File: config.mk
export PLATFORM = sky130hd
export DESIGN_NAME = audio_clock_sequencer
export DESIGN_NICKNAME = d
export VERILOG_FILES = /design/src/rtl/audio_clk_pkg.sv /design/src/rtl/audio_clock_sequencer_lock.sv /design/src/rtl/audio_clock_sequencer.sv
export SDC_FILE = /design/constraint.sdc
export NUM_CORES = 1
export LEC_CHECK = 0
export ABC_AREA = 1
export BUFFER_PORTS_ARGS = -buffer_cell sky130_fd_sc_hd__clkbuf_2
export CAP_MARGIN = 15
export CORE_ASPECT_RATIO = 1.4
export CORE_MARGIN = 10
export CORE_UTILIZATION = 35
export CTS_CLUSTER_DIAMETER = 60
export CTS_CLUSTER_SIZE = 25
export DETAILED_ROUTE_END_ITERATION = 7
export PLACE_DENSITY = 0.59
export SLEW_MARGIN = 20
export SYNTH_ARGS = -nofsm -noshare
export SYNTH_HDL_FRONTEND = slang
export SYNTH_SLANG_ARGS = --single-unit
File: constraint.sdc
create_clock -name clk -period 3.6 [get_ports clk]
set_input_delay 0.36 -clock clk [delete_from_list [all_inputs] [get_ports clk]]
set_output_delay 0.36 -clock clk [all_outputs]
set_load 0.05 [all_outputs]
File: src/rtl/audio_clk_pkg.sv
// Shared definitions for the audio clock sequencer: rate codes, divisor table,
// FSM state encoding and cmd_reg field positions.
package audio_clk_pkg;

  // Sample-rate codes (clk = 49.152 MHz)
  localparam logic [2:0] Rate8k      = 3'd0;
  localparam logic [2:0] Rate16k     = 3'd1;
  localparam logic [2:0] Rate24k     = 3'd2;
  localparam logic [2:0] Rate32k     = 3'd3;
  localparam logic [2:0] Rate48k     = 3'd4;
  localparam logic [2:0] Rate96k     = 3'd5;
  localparam logic [2:0] Rate192k    = 3'd6;
  localparam logic [2:0] RateInvalid = 3'd7;

  // Divisor triple for one table entry
  typedef struct packed {
    logic [7:0] mclk;
    logic [7:0] bclk;
    logic [7:0] lrclk;
  } rate_div_t;

  typedef enum logic [1:0] {
    StIdle,
    StMute,
    StHold,
    StLock
  } state_e;

  // cmd_reg field LSB positions
  localparam int unsigned Cmd1MclkPos   = 24;
  localparam int unsigned Cmd1BclkPos   = 16;
  localparam int unsigned Cmd2Lrclk1Pos = 8;
  localparam int unsigned Cmd2Lrclk2Pos = 0;

  function automatic rate_div_t rate_lookup(input logic [2:0] code);
    rate_div_t d;
    d = '0;
    case (code)
      Rate8k:   d = '{mclk: 8'd1, bclk: 8'd47, lrclk: 8'd191};
      Rate16k:  d = '{mclk: 8'd1, bclk: 8'd23, lrclk: 8'd95};
      Rate24k:  d = '{mclk: 8'd1, bclk: 8'd15, lrclk: 8'd63};
      Rate32k:  d = '{mclk: 8'd1, bclk: 8'd11, lrclk: 8'd47};
      Rate48k:  d = '{mclk: 8'd1, bclk: 8'd7,  lrclk: 8'd31};
      Rate96k:  d = '{mclk: 8'd1, bclk: 8'd3,  lrclk: 8'd15};
      Rate192k: d = '{mclk: 8'd1, bclk: 8'd1,  lrclk: 8'd7};
      default:  d = '0;
    endcase
    return d;
  endfunction

  function automatic logic is_invalid(input logic [2:0] code1, input logic [2:0] code2);
    return (code1 == RateInvalid) || (code2 == RateInvalid);
  endfunction

  // mclk/bclk both follow the primary rate
  function automatic logic [31:0] build_cmd1(input rate_div_t d1);
    return (32'(d1.mclk) << Cmd1MclkPos) | (32'(d1.bclk) << Cmd1BclkPos);
  endfunction

  function automatic logic [31:0] build_cmd2(input rate_div_t d1, input rate_div_t d2);
    return (32'(d1.lrclk) << Cmd2Lrclk1Pos) | (32'(d2.lrclk) << Cmd2Lrclk2Pos);
  endfunction

endpackage

File: src/rtl/audio_clock_sequencer_lock.sv
// lrclk_lock_detect: watches lrclk1 while the sequencer is waiting for lock.
// Ports:
//   clk, reset_n  - system clock, synchronous active-low reset
//   active        - high while the sequencer is in LOCK; counters clear otherwise
//   lrclk1        - generator frame clock (same clock domain)
//   lock          - combinational: this cycle's rising edge completes LOCK_EDGES
//   timeout       - combinational: LOCK has lasted TIMEOUT_CYCLES without lock
module lrclk_lock_detect #(
  parameter int unsigned LOCK_EDGES     = 2,
  parameter int unsigned TIMEOUT_CYCLES = 16384
) (
  input  logic clk,
  input  logic reset_n,
  input  logic active,
  input  logic lrclk1,
  output logic lock,
  output logic timeout
);

  localparam int unsigned EdgeW = $clog2(LOCK_EDGES + 1);

  logic             lrclk1_q;
  logic [EdgeW-1:0] edge_cnt_q;
  logic [15:0]      tmo_cnt_q;
  logic             rise;

  assign rise    = lrclk1 & ~lrclk1_q;
  assign lock    = active & rise & (edge_cnt_q == EdgeW'(LOCK_EDGES - 1));
  // Lock wins if both fall on the same cycle
  assign timeout = active & ~lock & (tmo_cnt_q == 16'(TIMEOUT_CYCLES - 1));

  always_ff @(posedge clk) begin
    if (!reset_n) begin
      lrclk1_q   <= 1'b0;
      edge_cnt_q <= '0;
      tmo_cnt_q  <= '0;
    end else begin
      lrclk1_q <= lrclk1;
      if (!active) begin
        // Held clear outside LOCK so every LOCK entry starts from zero
        edge_cnt_q <= '0;
        tmo_cnt_q  <= '0;
      end else begin
        if (rise && (edge_cnt_q != EdgeW'(LOCK_EDGES))) begin
          edge_cnt_q <= edge_cnt_q + 1'b1;
        end
        if (tmo_cnt_q != 16'hFFFF) begin
          tmo_cnt_q <= tmo_cnt_q + 16'd1;
        end
      end
    end
  end

endmodule

File: src/rtl/audio_clock_sequencer.sv
// audio_clock_sequencer: sequences a sample-rate change of the audio clock
// generator: mute -> hold generator in reset -> load dividers -> release ->
// wait for lrclk1 lock (or time out).
// Ports:
//   clk, reset_n          - system clock, synchronous active-low reset
//   req_valid/req_ready   - rate-change request handshake (ready only in IDLE)
//   req_rate1, req_rate2  - primary and lrclk2 rate codes
//   lrclk1                - monitored generator output
//   cmd_reg1, cmd_reg2    - divider words for the generator
//   gen_reset_n, mute     - generator reset and audio mute controls
//   locked, done          - lock status and one-cycle lock pulse
//   err_invalid           - one-cycle pulse on a rejected request
//   err_timeout           - sticky lock timeout flag
module audio_clock_sequencer
  import audio_clk_pkg::*;
#(
  parameter int unsigned MUTE_CYCLES    = 256,
  parameter int unsigned HOLD_CYCLES    = 16,
  parameter int unsigned LOCK_EDGES     = 2,
  parameter int unsigned TIMEOUT_CYCLES = 16384
) (
  input  logic        clk,
  input  logic        reset_n,
  input  logic        req_valid,
  output logic        req_ready,
  input  logic [2:0]  req_rate1,
  input  logic [2:0]  req_rate2,
  input  logic        lrclk1,
  output logic [31:0] cmd_reg1,
  output logic [31:0] cmd_reg2,
  output logic        gen_reset_n,
  output logic        mute,
  output logic        locked,
  output logic        done,
  output logic        err_invalid,
  output logic        err_timeout
);

  state_e      state_q;
  logic [15:0] cnt_q;
  logic [2:0]  rate1_q;
  logic [2:0]  rate2_q;
  logic        lock_hit;
  logic        timeout_hit;

  assign req_ready = (state_q == StIdle);

  lrclk_lock_detect #(
    .LOCK_EDGES     (LOCK_EDGES),
    .TIMEOUT_CYCLES (TIMEOUT_CYCLES)
  ) u_lock (
    .clk     (clk),
    .reset_n (reset_n),
    .active  (state_q == StLock),
    .lrclk1  (lrclk1),
    .lock    (lock_hit),
    .timeout (timeout_hit)
  );

  always_ff @(posedge clk) begin
    if (!reset_n) begin
      // Reset lands in HOLD with 48k/48k loaded, so the block self-starts
      state_q     <= StHold;
      cnt_q       <= '0;
      rate1_q     <= Rate48k;
      rate2_q     <= Rate48k;
      cmd_reg1    <= build_cmd1(rate_lookup(Rate48k));
      cmd_reg2    <= build_cmd2(rate_lookup(Rate48k), rate_lookup(Rate48k));
      gen_reset_n <= 1'b0;
      mute        <= 1'b1;
      locked      <= 1'b0;
      done        <= 1'b0;
      err_invalid <= 1'b0;
      err_timeout <= 1'b0;
    end else begin
      done        <= 1'b0;
      err_invalid <= 1'b0;
      unique case (state_q)
        StIdle: begin
          if (req_valid) begin
            if (is_invalid(req_rate1, req_rate2)) begin
              err_invalid <= 1'b1;
            end else begin
              rate1_q     <= req_rate1;
              rate2_q     <= req_rate2;
              err_timeout <= 1'b0;
              locked      <= 1'b0;
              mute        <= 1'b1;
              cnt_q       <= '0;
              state_q     <= StMute;
            end
          end
        end
        StMute: begin
          if (cnt_q == 16'(MUTE_CYCLES - 1)) begin
            // Dividers change only together with the generator entering reset
            cnt_q       <= '0;
            gen_reset_n <= 1'b0;
            cmd_reg1    <= build_cmd1(rate_lookup(rate1_q));
            cmd_reg2    <= build_cmd2(rate_lookup(rate1_q), rate_lookup(rate2_q));
            state_q     <= StHold;
          end else begin
            cnt_q <= cnt_q + 16'd1;
          end
        end
        StHold: begin
          if (cnt_q == 16'(HOLD_CYCLES - 1)) begin
            cnt_q       <= '0;
            gen_reset_n <= 1'b1;
            state_q     <= StLock;
          end else begin
            cnt_q <= cnt_q + 16'd1;
          end
        end
        StLock: begin
          if (lock_hit) begin
            locked  <= 1'b1;
            mute    <= 1'b0;
            done    <= 1'b1;
            state_q <= StIdle;
          end else if (timeout_hit) begin
            // Generator left running and muted; host decides what to do
            err_timeout <= 1'b1;
            locked      <= 1'b0;
            state_q     <= StIdle;
          end
        end
        default: state_q <= StHold;
      endcase
    end
  end

endmodule

---- Word-level counts from Yosys, hierarchy flattened ----
Index checks and enable logic that the tools add are counted.
operators by class
  equality and inequality tests ........... 31
  reductions and logical operators ........ 18
  multiplexer cells ....................... 37
  add/sub/neg operators ................... 3
  bitwise logic cells ..................... 10
operator list
  kind                   number
  $pmux 17 s7            1
  $mux 24                3
  $mux 16                4
  $pmux 8 s7             1
  $pmux 16 s3            1
  $add 16x1->16 const B  2
  $or 32x24->32          1
  $eq 3x3->1 const B     8
  $mux 8                 3
  $eq 16x14->1 const B   1
  $eq 16x4->1 const B    1
  $eq 16x8->1 const B    1
  $ne 16x16->1 const B   1
  $ne 2x2->1 const B     8
  $or 16x8->16           1
  $mux 1                 13
  $eq 3x2->1 const B     4
  $mux 2                 6
  $reduce_and 3->1       4
  $reduce_and 5->1       2
  $pmux 1 s2             4
  $pmux 2 s4             1
  $reduce_and 4->1       2
  $eq 3x1->1 const B     2
  other kinds (13)       24
storage, ports and cells
  flip-flop bits (word level) ............. 113
  input port bits ......................... 10

---- Depth between registers and ports, before layout ----
Gate-level depths: netlist (run 1).
  word-level depth ........................ 10
  depth in mapped cells ................... 12

---- Hierarchy ----
From an unflattened synthesis (run 1), not the netlist that was laid out.
second synthesis, totals
  cell total of the unflattened synthesis .. 518
  area total of the unflattened synthesis .. 3,623.5 um2
modules (own cells, without submodules)
  module                 cells an instance  instances  area each (um2)
  audio_clock_sequencer  354                1          2,517.4
  lrclk_lock_detect      164                1          1,106.1

---- Worst setup path before layout (run 1) ----
Ideal clock, no wire load.
  kind .................................... flip-flop to flip-flop
  start ................................... register state_q[0]
  end ..................................... register cnt_q[6]
  cell stages (with the launch flop) ...... 13
  path slack .............................. 1.653 ns
  arrival time ............................ 1.831 ns
  buffers on the path ..................... 1
  clock period less this slack ............ 1.947 ns
  cells stage by stage .................... dfxtp_1 inv_1 ha_1 inv_1 nor2_1 nor2_1 nand2_1 buf_2 nor2_1 inv_1 nor2_1 o21ai_0 nor2_1
on the way
  longest elaborated chain between the ends .. 3
  elaborated cells between the ends (all ways) .. 8
  those cells by class .................... eq/ne (4); mux (1); reduce/logical (3)
RTL lines
  element                                                                  RTL line                      source
  start: declaration                                                       audio_clock_sequencer.sv:39   state_e state_q;
  start signal: assignment                                                 audio_clock_sequencer.sv:63   state_q <= StHold;
  start signal: assignment                                                 audio_clock_sequencer.sv:90   state_q <= StMute;
  start signal: assignment                                                 audio_clock_sequencer.sv:101  state_q <= StHold;
  $logic_not 2->1 *                                                        --
  via req_ready                                                            audio_clock_sequencer.sv:25   output logic req_ready,
  $ne 2x2->1 (no source line) / $reduce_bool 3->1 (equally long branches)  --
  $reduce_and 3->1 (no source line)                                        --
  end signal: assignment                                                   audio_clock_sequencer.sv:103  cnt_q <= cnt_q + 16'd1;
  end signal: assignment                                                   audio_clock_sequencer.sv:112  cnt_q <= cnt_q + 16'd1;
  end: declaration                                                         audio_clock_sequencer.sv:40   logic [15:0] cnt_q;
Mark *: on every way through the listed nets, which the timed path passes. The rest lies on a longest branch.
A chain may end at the register's enable or synchronous reset.

---- Worst setup path after layout (run 1) ----
  start ................................... register state_q[0]
  end ..................................... register cnt_q[9]
on the way
  longest elaborated chain between the ends .. 3
  elaborated cells between the ends (all ways) .. 8
  those cells by class .................... eq/ne (4); mux (1); reduce/logical (3)
RTL lines
  element                                                                  RTL line                     source
  $eq 2x2->1, or another cell as far along                                 audio_clock_sequencer.sv:78  unique case (state_q)
  $reduce_bool 3->1 (no source line) / $ne 2x2->1 (equally long branches)  --
  $reduce_and 3->1 (no source line)                                        --
Several ways; a longest one is shown, not always the timed one.

==> metrics.log, run 1 <==
[metrics] total die area: 14250 um2
[metrics] nets: 517
[metrics] final routed wire length divided by cell count: 11.60 um
[metrics] number of violations reported at the end of detailed-routing iteration 0: 101
[metrics] share of final-layout standard cells stronger than drive strength 1: 0.1753
[metrics] RD Place Congestion: 0.8196
[metrics] largest cells by area after synthesis: sky130_fd_sc_hd__dfxtp_1, sky130_fd_sc_hd__buf_4, sky130_fd_sc_hd__nand2_1
[metrics] wirelength, routed: 7.354 mm
[metrics] total global routing track utilization: 0.1078
[metrics] largest area contributor in the netlist: sky130_fd_sc_hd__dfxtp_1
[metrics] worst setup skew after layout: 0.006654 ns
[metrics] antenna-violating nets left: 0
[metrics] post-CTS repair timing setup buffer count: 0
[metrics] cell types with the highest counts after synthesis: sky130_fd_sc_hd__nand2_1, sky130_fd_sc_hd__dfxtp_1, sky130_fd_sc_hd__nor2_1
[metrics] clk sink count: 61
[metrics] Gates resized, CTS repair: 0
[metrics] CTS Root Buffer Type: sky130_fd_sc_hd__clkbuf_16
[metrics] quantity of hold-fixing buffers added after cts: 0
[metrics] number of fillers in the final layout: 1011
[metrics] sequential element share of the synthesized area: 0.3550
[metrics] leakage: 1.696 nW
[metrics] via count of the routed design: 2800
[metrics] CP Capture Type: flop
[metrics] Core Box Area: 9512 um2
[metrics] status: completed
[metrics] I/O pin total: 81
[metrics] required time worst endpoint: 3.83 ns
[metrics] number of instances in the synthesized netlist: 469
[metrics] DIE WIDTH: 103.8 um
[metrics] minimum period implied by the final worst setup slack: 2.161 ns
[metrics] number of hold-slack violations in the final timing report: 0
[metrics] post-DR vias/cell: 4.416
[metrics] worst skew pair latency: 0.33 ns
[metrics] number of placement rows: 42
[metrics] initial antenna violation count: 0
[metrics] Critical path buffers and inverters: 4
[metrics] CP top delay family: simple AND/OR/NAND/NOR gates
[metrics] setup total negative slack: 0 ns
[metrics] Post-route DRC: 0
[metrics] Initial Utilization: 0.3616
[metrics] Max-Cap Viols: 0
[metrics] crit share post-route: 0.6003
[metrics] clock-pin slew of the registers on the worst-case setup and hold paths: 0.05 ns
[metrics] number of warning messages in the yosys log: 0
[metrics] TritonCTS clock tree: yes
[metrics] met3 demand-to-capacity share in global routing: 0.04301
[metrics] slowest cell on the critical path: sky130_fd_sc_hd__dfxtp_1
[metrics] power per cell area: 613.6 nW/um2
[metrics] Top FF cell, synth: sky130_fd_sc_hd__dfxtp_1
[metrics] setup repair after global routing missed its margin: false
[metrics] met1 capacity usage during global routing: 0.1004
[metrics] pin count of the biggest net entering global routing: 19
[metrics] top fanout value on the critical path: 12
[metrics] fraction of synthesized cell area taken by the top area cell type: 0.3550
[metrics] level count of the clock H-tree: 3
[metrics] cell breakdown of the critical path: inv_1, ha_1, inv_1, nor2_1, nor2_1, nand2_1, inv_1, nand3_1, nor2_1, nand2_1, inv_1, nor2_1
[metrics] clock buffers created by TritonCTS: 9
[metrics] Max VDD drop: 253.4 uV
[metrics] maximum clock rate: 462.7 MHz
[metrics] type of the worst setup path: flop to flop
[metrics] distinct cell type count of the synthesized netlist: 36
[metrics] Layout area overhead: 10.33%
[metrics] Detail Placement HPWL: 5.671 mm
[metrics] Netlist Area Pre-Place: 3440 um2
[metrics] Avg Inst Size Synth: 7.334 um2
[metrics] proportion of synthesized flip-flops having asynchronous set or reset: 0
[metrics] die span in y: 137.3 um
[metrics] type of origin of the critical path: flop
[metrics] global routing usage on met2: 0.1924
[metrics] routing layer with the top usage in global route: met2
[metrics] total grt overflow: 0
[metrics] number of max-slew violations in the final report: 0
[metrics] worst slack at placement: 1.456 ns
[metrics] Setup violations, final: 0
[metrics] via count of the first global-routing pass: 2788
[metrics] synthesis-stage register bit count: 61
[metrics] largest buffer count on any clock path: 2
[metrics] Arr. time, crit path: 2.39 ns
[metrics] Ant. Diodes: 0
[metrics] min-delay worst type: primary input to flop
[metrics] number of I/O port buffers: 39
[metrics] number of enable-type register cells in the synthesized netlist: 0
[metrics] CP max stage delay: 0.41 ns
[metrics] Pre-antenna DRT Iters: 4
[metrics] most frequently used cell type in the post-synthesis netlist: sky130_fd_sc_hd__nand2_1
[metrics] first-pass GRT wire length: 12.65 mm
[metrics] final setup margin: 1.439 ns
==> report_power, final <==
group / total, mW / internal, mW / switching (mW)
logic: 0.702 / 0.176 / 0.526
clock network: 0.859 / 0.568 / 0.291
registers: 0.768 / 0.727 / 0.0406
total: 2.33 / 1.47 / 0.857
==> tightest hold or removal path, stage by stage <==
cell                       delay [ns]
sky130_fd_sc_hd__clkbuf_2        0.08
sky130_fd_sc_hd__nand2_1         0.04
sky130_fd_sc_hd__inv_1           0.04
==> cells in the final DEF (no fill, tap or decap), types with 6 or more instances in the layout <==
cell and n:
sky130_fd_sc_hd__a21oi_1 28, sky130_fd_sc_hd__clkbuf_16 9, sky130_fd_sc_hd__clkbuf_2 39, sky130_fd_sc_hd__conb_1 41
sky130_fd_sc_hd__dfxtp_1 61, sky130_fd_sc_hd__ha_1 9, sky130_fd_sc_hd__inv_1 44, sky130_fd_sc_hd__nand2_1 75
sky130_fd_sc_hd__nand2_2 7, sky130_fd_sc_hd__nand3_1 34, sky130_fd_sc_hd__nand4_1 7, sky130_fd_sc_hd__nor2_1 61
sky130_fd_sc_hd__nor2_2 8, sky130_fd_sc_hd__o21ai_0 25, sky130_fd_sc_hd__xnor2_1 8, sky130_fd_sc_hd__xor2_1 6
==> area by class of cell <==
class                      instances  area, um2  area share
clock buffer                      12      256.5     0.06759
inverter                          47      176.4     0.04649
clock inverter                     3      45.04     0.01187
timing repair buffer              39      195.2     0.05143
sequential                        61       1221      0.3218
tap                              132      165.2     0.04352
multi-input combinational        340       1735      0.4573
==> metrics by stage <==
| step | hold slack, ns | area (um2) | utilization | power, mW | cells |
|---|---|---|---|---|---|
| after global routing | 0.2253 | 3795 | 0.3990 | 2.470 | 634 |
| after detailed placement | 0.4552 | 3493 | 0.3673 | 1.484 | 619 |
| after global placement | 0.4421 | 3493 | 0.3673 | 1.476 | 619 |
| after CTS | 0.2180 | 3795 | 0.3990 | 2.359 | 634 |
| after floorplan | 0.4436 | 3590 | - | 1.421 | 509 |
| final | 0.2238 | 3795 | 0.3990 | 2.329 | 634 |
==> cells by family after synthesis <==
logic type | synth area share
fa+ha+maj | 0.03274
xor+xnor | 0.03565
other cells | 0.001090
flops | 0.3550
buf+inv | 0.1841
simple gates | 0.2932
compound gates | 0.09822
==> flip-flops by register name, summed over array words and instances (netlist names), 2 cells and up <==
signal,flops
cnt_q,16
u_lock.tmo_cnt_q,16
cmd_reg2,11
rate1_q,3
rate2_q,3
state_q,2
u_lock.edge_cnt_q,2
==> per-layer routing <==
metal / vias up / share of wire
li1: 1463 / -
met1: 1248 / 0.40
met2: 76 / 0.50
met3: 13 / 0.077
met4: 0 / 0.021
met5: - / 0
==> path summary, 6_finish.rpt <==
kind / startpoint / to / slack, ns / depth (start not counted)
hold reg to reg: err_timeout / err_timeout / 0.46 / 2
setup reg to reg: state_q[0] / cnt_q[9] / 1.44 / 12
hold / removal: lrclk1 / u_lock.lrclk1_q / 0.22 / 3
setup / recovery: state_q[0] / cnt_q[9] / 1.44 / 12
(Power assumes the default switching activity.)
==> run 2, diff against run 1 <==
Settings changed: PLACE_DENSITY 0.59 to 0.61.
Clock period 3.6 ns to 1.76 ns, I/O delays scaled along.
==> metrics.log, run 2 (synthesis results as in run 1) <==
[metrics] CP max stage delay: 0.36 ns (was 0.41 ns)
[metrics] number of fillers in the final layout: 1008 (was 1011)
[metrics] clock-pin slew of the registers on the worst-case setup and hold paths: 0.05 ns (about the same)
[metrics] I/O pin total: 81 (unchanged)
[metrics] wirelength, routed: 7.201 mm (was 7.354 mm)
[metrics] via count of the first global-routing pass: 2733 (was 2788)
[metrics] cell breakdown of the critical path: ha_1, nand3_2, nor2_8, nand2_2, nand2_4, nand2_4, nand2_2, nand2_4, nand2_8, a21oi_1 (was inv_1, ha_1, inv_1, nor2_1, nor2_1, nand2_1, inv_1, nand3_1, nor2_1, nand2_1, inv_1, nor2_1)
[metrics] CP top delay family: simple AND/OR/NAND/NOR gates (unchanged)
[metrics] required time worst endpoint: 1.97 ns (was 3.83 ns)
[metrics] number of I/O port buffers: 39 (unchanged)
[metrics] initial antenna violation count: 0 (unchanged)
[metrics] cell seen most often among critical-path stages: sky130_fd_sc_hd__nand2_4
[metrics] final non-filler cell area: 3890 um2 (was 3795 um2)
[metrics] sequential cell area: 1222 um2 (was 1221 um2)
[metrics] Layout Utilization: 0.4090 (was 0.3990)
[metrics] total global routing track utilization: 0.1048 (was 0.1078)
[metrics] first-pass GRT wire length: 12.32 mm (was 12.65 mm)
[metrics] number of violations reported at the end of detailed-routing iteration 0: 102 (was 101)
[metrics] worst skew pair latency: 0.33 ns (about the same)
[metrics] Placed Cells: 629 (was 619)
[metrics] final setup margin: 0.1323 ns (was 1.439 ns)
[metrics] final routed wire length divided by cell count: 11.16 um (was 11.60 um)
[metrics] most common library cell in the layout ignoring fill and taps: sky130_fd_sc_hd__nand2_1 (unchanged)
[metrics] level count of the clock H-tree: 3 (unchanged)
[metrics] post-DR vias/cell: 4.434 (was 4.416)
[metrics] number of max-slew violations in the final report: 0 (unchanged)
[metrics] setup total negative slack: 0 ns (unchanged)
[metrics] leakage: 1.733 nW (was 1.696 nW)
[metrics] clk sink count: 61 (unchanged)
[metrics] RD Place Congestion: 0.8626 (was 0.8196)
[metrics] area of the multi-input gates: 1777 um2 (was 1735 um2)
[metrics] antenna-violating nets left: 0 (unchanged)
[metrics] commonest non-fill, non-tap cells in the layout: sky130_fd_sc_hd__nand2_1, sky130_fd_sc_hd__dfxtp_1, sky130_fd_sc_hd__nor2_1, sky130_fd_sc_hd__inv_1, sky130_fd_sc_hd__conb_1 (was sky130_fd_sc_hd__nand2_1, sky130_fd_sc_hd__nor2_1, sky130_fd_sc_hd__dfxtp_1, sky130_fd_sc_hd__inv_1, sky130_fd_sc_hd__conb_1)
[metrics] worst setup skew after layout: 0.007503 ns (was 0.006654 ns)
[metrics] type of the worst setup path: flop to flop (unchanged)
[metrics] CP Capture Type: flop (unchanged)
[metrics] type of origin of the critical path: flop (unchanged)
[metrics] die span in y: 137.3 um (unchanged)
[metrics] Worst Hold Margin: 0.04458 ns (was 0.2238 ns)
[metrics] largest buffer count on any clock path: 2 (unchanged)
[metrics] via count of the routed design: 2860 (was 2800)
[metrics] maximum clock rate: 614.4 MHz (was 462.7 MHz)
[metrics] min-delay worst type: primary input to flop (unchanged)
[metrics] standard cell area after detailed placement: 3581 um2 (was 3493 um2)
[metrics] Initial Utilization: 0.3616 (unchanged)
[metrics] total die area: 14250 um2 (unchanged)
[metrics] Arr. time, crit path: 1.84 ns (was 2.39 ns)
[metrics] worst slack at placement: 0.04163 ns (was 1.456 ns)
[metrics] number of placement rows: 42 (unchanged)
[metrics] Post-route DRC: 0 (unchanged)
[metrics] Pre-antenna DRT Iters: 6 (was 4)
[metrics] top fanout value on the critical path: 12 (unchanged)
[metrics] setup repair after global routing missed its margin: true (was false)
[metrics] nets: 528 (was 517)
[metrics] CTS Root Buffer Type: sky130_fd_sc_hd__clkbuf_16 (unchanged)
[metrics] clock buffers created by TritonCTS: 9 (unchanged)
[metrics] Core Box Area: 9512 um2 (unchanged)
[metrics] status: completed (unchanged)
[metrics] fin cells: 645 (was 634)
[metrics] Max-Cap Viols: 0 (unchanged)
[metrics] minimum period implied by the final worst setup slack: 1.628 ns (was 2.161 ns)
[metrics] Detail Placement HPWL: 5.702 mm (was 5.671 mm)
[metrics] leading registers by flop count: cnt_q (16), u_lock.tmo_cnt_q (16), cmd_reg2 (11) (unchanged)
[metrics] DIE WIDTH: 103.8 um (unchanged)
[metrics] total chip power: 4.764 mW (was 2.329 mW)
[metrics] number of hold-slack violations in the final timing report: 0 (unchanged)
[metrics] Ant. Diodes: 0 (unchanged)
[metrics] Max VDD drop: 491.9 uV (was 253.4 uV)
[metrics] slowest cell on the critical path: sky130_fd_sc_hd__dfxtp_1 (unchanged)
[metrics] power per cell area: 1225 nW/um2 (was 613.6 nW/um2)
[metrics] crit share post-route: 0.9248 (was 0.6003)
[metrics] Layout area overhead: 13.10% (was 10.33%)
[metrics] Critical path buffers and inverters: 0 (was 4)
[metrics] share of final-layout standard cells stronger than drive strength 1: 0.2144 (was 0.1753)
[metrics] TritonCTS clock tree: yes (unchanged)
[metrics] total grt overflow: 0 (unchanged)
[metrics] Setup violations, final: 0 (unchanged)
[metrics] pin count of the biggest net entering global routing: 15 (was 19)
## run 2: cell types whose count changed in the layout (fill, tap and decap cells not counted), sizes merged
cell,previous run,this run
buf,0,11
bufinv,1,0
clkbuf,51,50
clkinv,0,2
## run 2: path summary, 6_finish.rpt
kind / start / to / slack [ns] / cells past startpoint
worst max-delay path: cnt_q[0] / cnt_q[0] / 0.13 / 10
worst min-delay path: lrclk1 / u_lock.lrclk1_q / 0.04 / 3
worst max register to register: cnt_q[0] / cnt_q[0] / 0.13 / 10
worst min register to register: u_lock.tmo_cnt_q[0] / u_lock.tmo_cnt_q[0] / 0.44 / 1
## run 2: what timing repair did
action,CTS,global route
setup endpoints to repair,0,28
resized for setup,0,13
hold buffers,0,0
setup buffers,0,1
## run 2: cell type report
class / count / area share
Inverter: 47 / 0.04535
Clock inverter: 4 / 0.006433
Timing Repair Buffer: 50 / 0.07237
Sequential cell: 61 / 0.3142
Multi-Input combinational cell: 340 / 0.4567
Tap cell: 132 / 0.04246
Clock buffer: 11 / 0.06240
## run 2: worst register-to-register path, delay by kind of cell, from the launching register on
kind / cells / cell delay, ns
flops: 1 / 0.36
compound gates: 1 / 0.05
fa+ha+maj: 1 / 0.22
simple gates: 8 / 0.89
## run 2: per-layer routing
layer	global-route usage	vias up	part of all wire	routed length (um)
met5	0	-	0	0
met4	0.05581	0	0.022	156
met3	0.04675	11	0.076	545
met2	0.1847	71	0.50	3580
met1	0.1022	1290	0.41	2919
li1	-	1488	-	-
## run 2: power breakdown
part	leakage, nW	internal (mW)	total, mW	switching [mW]
clock network	0.127	0.975	1.57	0.592
logic	1.11	0.487	1.64	1.15
registers	0.494	1.49	1.56	0.0699
total	1.73	2.95	4.76	1.81
==> run 3, diff against run 2 <==
Settings changed: PLACE_DENSITY 0.61 to 0.7.
==> metrics.log, run 3 (synthesis results as in run 1) <==
[metrics] status: completed (unchanged)
[metrics] power per cell area: 1244 nW/um2 (was 1225 nW/um2)
[metrics] level count of the clock H-tree: 3 (unchanged)
[metrics] Layout area overhead: 14.62% (was 13.10%)
[metrics] type of origin of the critical path: flop (unchanged)
[metrics] most common library cell in the layout ignoring fill and taps: sky130_fd_sc_hd__nand2_1 (unchanged)
[metrics] via count of the routed design: 2946 (was 2860)
[metrics] type of the worst setup path: flop to flop (unchanged)
[metrics] post-DR vias/cell: 4.546 (was 4.434)
[metrics] number of violations reported at the end of detailed-routing iteration 0: 89 (was 102)
[metrics] Post-route DRC: 0 (unchanged)
[metrics] wirelength, routed: 7.450 mm (was 7.201 mm)
[metrics] Max VDD drop: 541.4 uV (was 491.9 uV)
[metrics] Initial Utilization: 0.3616 (unchanged)
[metrics] minimum period implied by the final worst setup slack: 1.615 ns (was 1.628 ns)
[metrics] worst setup skew after layout: 0.007518 ns (was 0.007503 ns)
[metrics] clock-pin slew of the registers on the worst-case setup and hold paths: 0.05 ns (about the same)
[metrics] Max-Cap Viols: 0 (unchanged)
[metrics] final routed wire length divided by cell count: 11.50 um (was 11.16 um)
[metrics] Detail Placement HPWL: 5.752 mm (was 5.702 mm)
[metrics] RD Place Congestion: 0.9145 (was 0.8626)
[metrics] number of I/O port buffers: 39 (unchanged)
[metrics] Core Box Area: 9512 um2 (unchanged)
[metrics] initial antenna violation count: 0 (unchanged)
[metrics] leakage: 1.745 nW (was 1.733 nW)
[metrics] setup total negative slack: 0 ns (unchanged)
[metrics] number of placement rows: 42 (unchanged)
[metrics] Ant. Diodes: 0 (unchanged)
[metrics] total die area: 14250 um2 (unchanged)
[metrics] crit share post-route: 0.9174 (was 0.9248)
[metrics] largest buffer count on any clock path: 2 (unchanged)
[metrics] leading registers by flop count: cnt_q (16), u_lock.tmo_cnt_q (16), cmd_reg2 (11) (unchanged)
[metrics] DIE WIDTH: 103.8 um (unchanged)
[metrics] min-delay worst type: primary input to flop (unchanged)
[metrics] via count of the first global-routing pass: 2883 (was 2733)
[metrics] I/O pin total: 81 (unchanged)
[metrics] top fanout value on the critical path: 7 (was 12)
[metrics] quantity of hold-fixing buffers added after cts: 0 (unchanged)
[metrics] required time worst endpoint: 1.99 ns (was 1.97 ns)
[metrics] Pre-antenna DRT Iters: 4 (was 6)
[metrics] pin count of the biggest net entering global routing: 16 (was 15)
[metrics] Layout Utilization: 0.4145 (was 0.4090)
[metrics] number of max-slew violations in the final report: 0 (unchanged)
[metrics] clock buffers created by TritonCTS: 9 (unchanged)
[metrics] nets: 530 (was 528)
[metrics] commonest non-fill, non-tap cells in the layout: sky130_fd_sc_hd__nand2_1, sky130_fd_sc_hd__dfxtp_1, sky130_fd_sc_hd__nor2_1, sky130_fd_sc_hd__inv_1, sky130_fd_sc_hd__conb_1 (unchanged)
[metrics] CP Capture Type: flop (unchanged)
[metrics] first-pass GRT wire length: 12.68 mm (was 12.32 mm)
[metrics] total grt overflow: 0 (unchanged)
[metrics] number of fillers in the final layout: 964 (was 1008)
[metrics] total global routing track utilization: 0.1071 (was 0.1048)
[metrics] TritonCTS clock tree: yes (unchanged)
[metrics] number of hold-slack violations in the final timing report: 0 (unchanged)
[metrics] worst skew pair latency: 0.34 ns (was 0.33 ns)
[metrics] die span in y: 137.3 um (unchanged)
[metrics] antenna-violating nets left: 0 (unchanged)
[metrics] share of final-layout standard cells stronger than drive strength 1: 0.2229 (was 0.2144)
[metrics] CTS Root Buffer Type: sky130_fd_sc_hd__clkbuf_16 (unchanged)
[metrics] Arr. time, crit path: 1.85 ns (was 1.84 ns)
[metrics] clk sink count: 61 (unchanged)
[metrics] Setup violations, final: 0 (unchanged)
[metrics] maximum clock rate: 619.3 MHz (was 614.4 MHz)
run 3: layout make-up:
| type | instances | area, um2 | area share |
|---|---|---|---|
| Timing Repair Buffer | 52 | 294.0 | 0.07458 |
| Clock buffer | 13 | 260.3 | 0.06601 |
| Inverter | 47 | 176.4 | 0.04475 |
| Tap cell | 132 | 165.2 | 0.04189 |
| Clock inverter | 3 | 20.02 | 0.005078 |
| Multi-Input combinational cell | 340 | 1804 | 0.4576 |
| Sequential cell | 61 | 1222 | 0.3101 |
run 3: worst paths after layout:
path	startpoint	end	slack, ns	depth (start not counted)
hold reg to reg	u_lock.tmo_cnt_q[0]	u_lock.tmo_cnt_q[0]	0.45	1
setup reg to reg	state_q[1]	cnt_q[9]	0.15	11
setup / recovery	state_q[1]	cnt_q[9]	0.15	11
hold / removal	lrclk1	u_lock.lrclk1_q	0.03	3
run 3: power breakdown:
part / internal [mW] / switching, mW
logic: 0.523 / 1.19
registers: 1.49 / 0.0633
clock network: 1.03 / 0.616
run 3: repair_timing:
action,CTS,global route
buffers inserted,0,1
setup endpoints to repair,0,27
resized for setup,0,19
run 3: critical path: stages (launching register included):
cell	delay, ns
sky130_fd_sc_hd__dfxtp_1	0.31
sky130_fd_sc_hd__inv_1	0.11
sky130_fd_sc_hd__ha_4	0.18
sky130_fd_sc_hd__inv_1	0.05
sky130_fd_sc_hd__nor2_2	0.13
sky130_fd_sc_hd__nor2_2	0.06
sky130_fd_sc_hd__nand2_2	0.10
sky130_fd_sc_hd__buf_6	0.14
sky130_fd_sc_hd__nor2_2	0.04
sky130_fd_sc_hd__or2_2	0.27
sky130_fd_sc_hd__nand3_1	0.08
sky130_fd_sc_hd__nor2_1	0.04
run 3: metrics by stage:
step                hold WS, ns  instance area, um2  instances  setup slack, ns  power [mW]
floorplan                0.2695                3602        509          0.09309       2.949
global route            0.07488                3943        648       -0.0007487       5.205
global placement         0.3692                3588        630          0.08610       3.148
CTS                     0.02762                3869        646          0.04663       4.830
detailed placement       0.3775                3588        630          0.05187       3.181
finish                  0.03218                3943        648           0.1454       4.905
run 3: routing by layer:
metal | vias up | wire [um] | track usage
li1 | 1500 | - | -
met1 | 1340 | 3006 | 0.1075
met2 | 92 | 3679 | 0.1854
met3 | 14 | 589 | 0.04722
met4 | 0 | 175 | 0.05659
met5 | - | 0 | 0
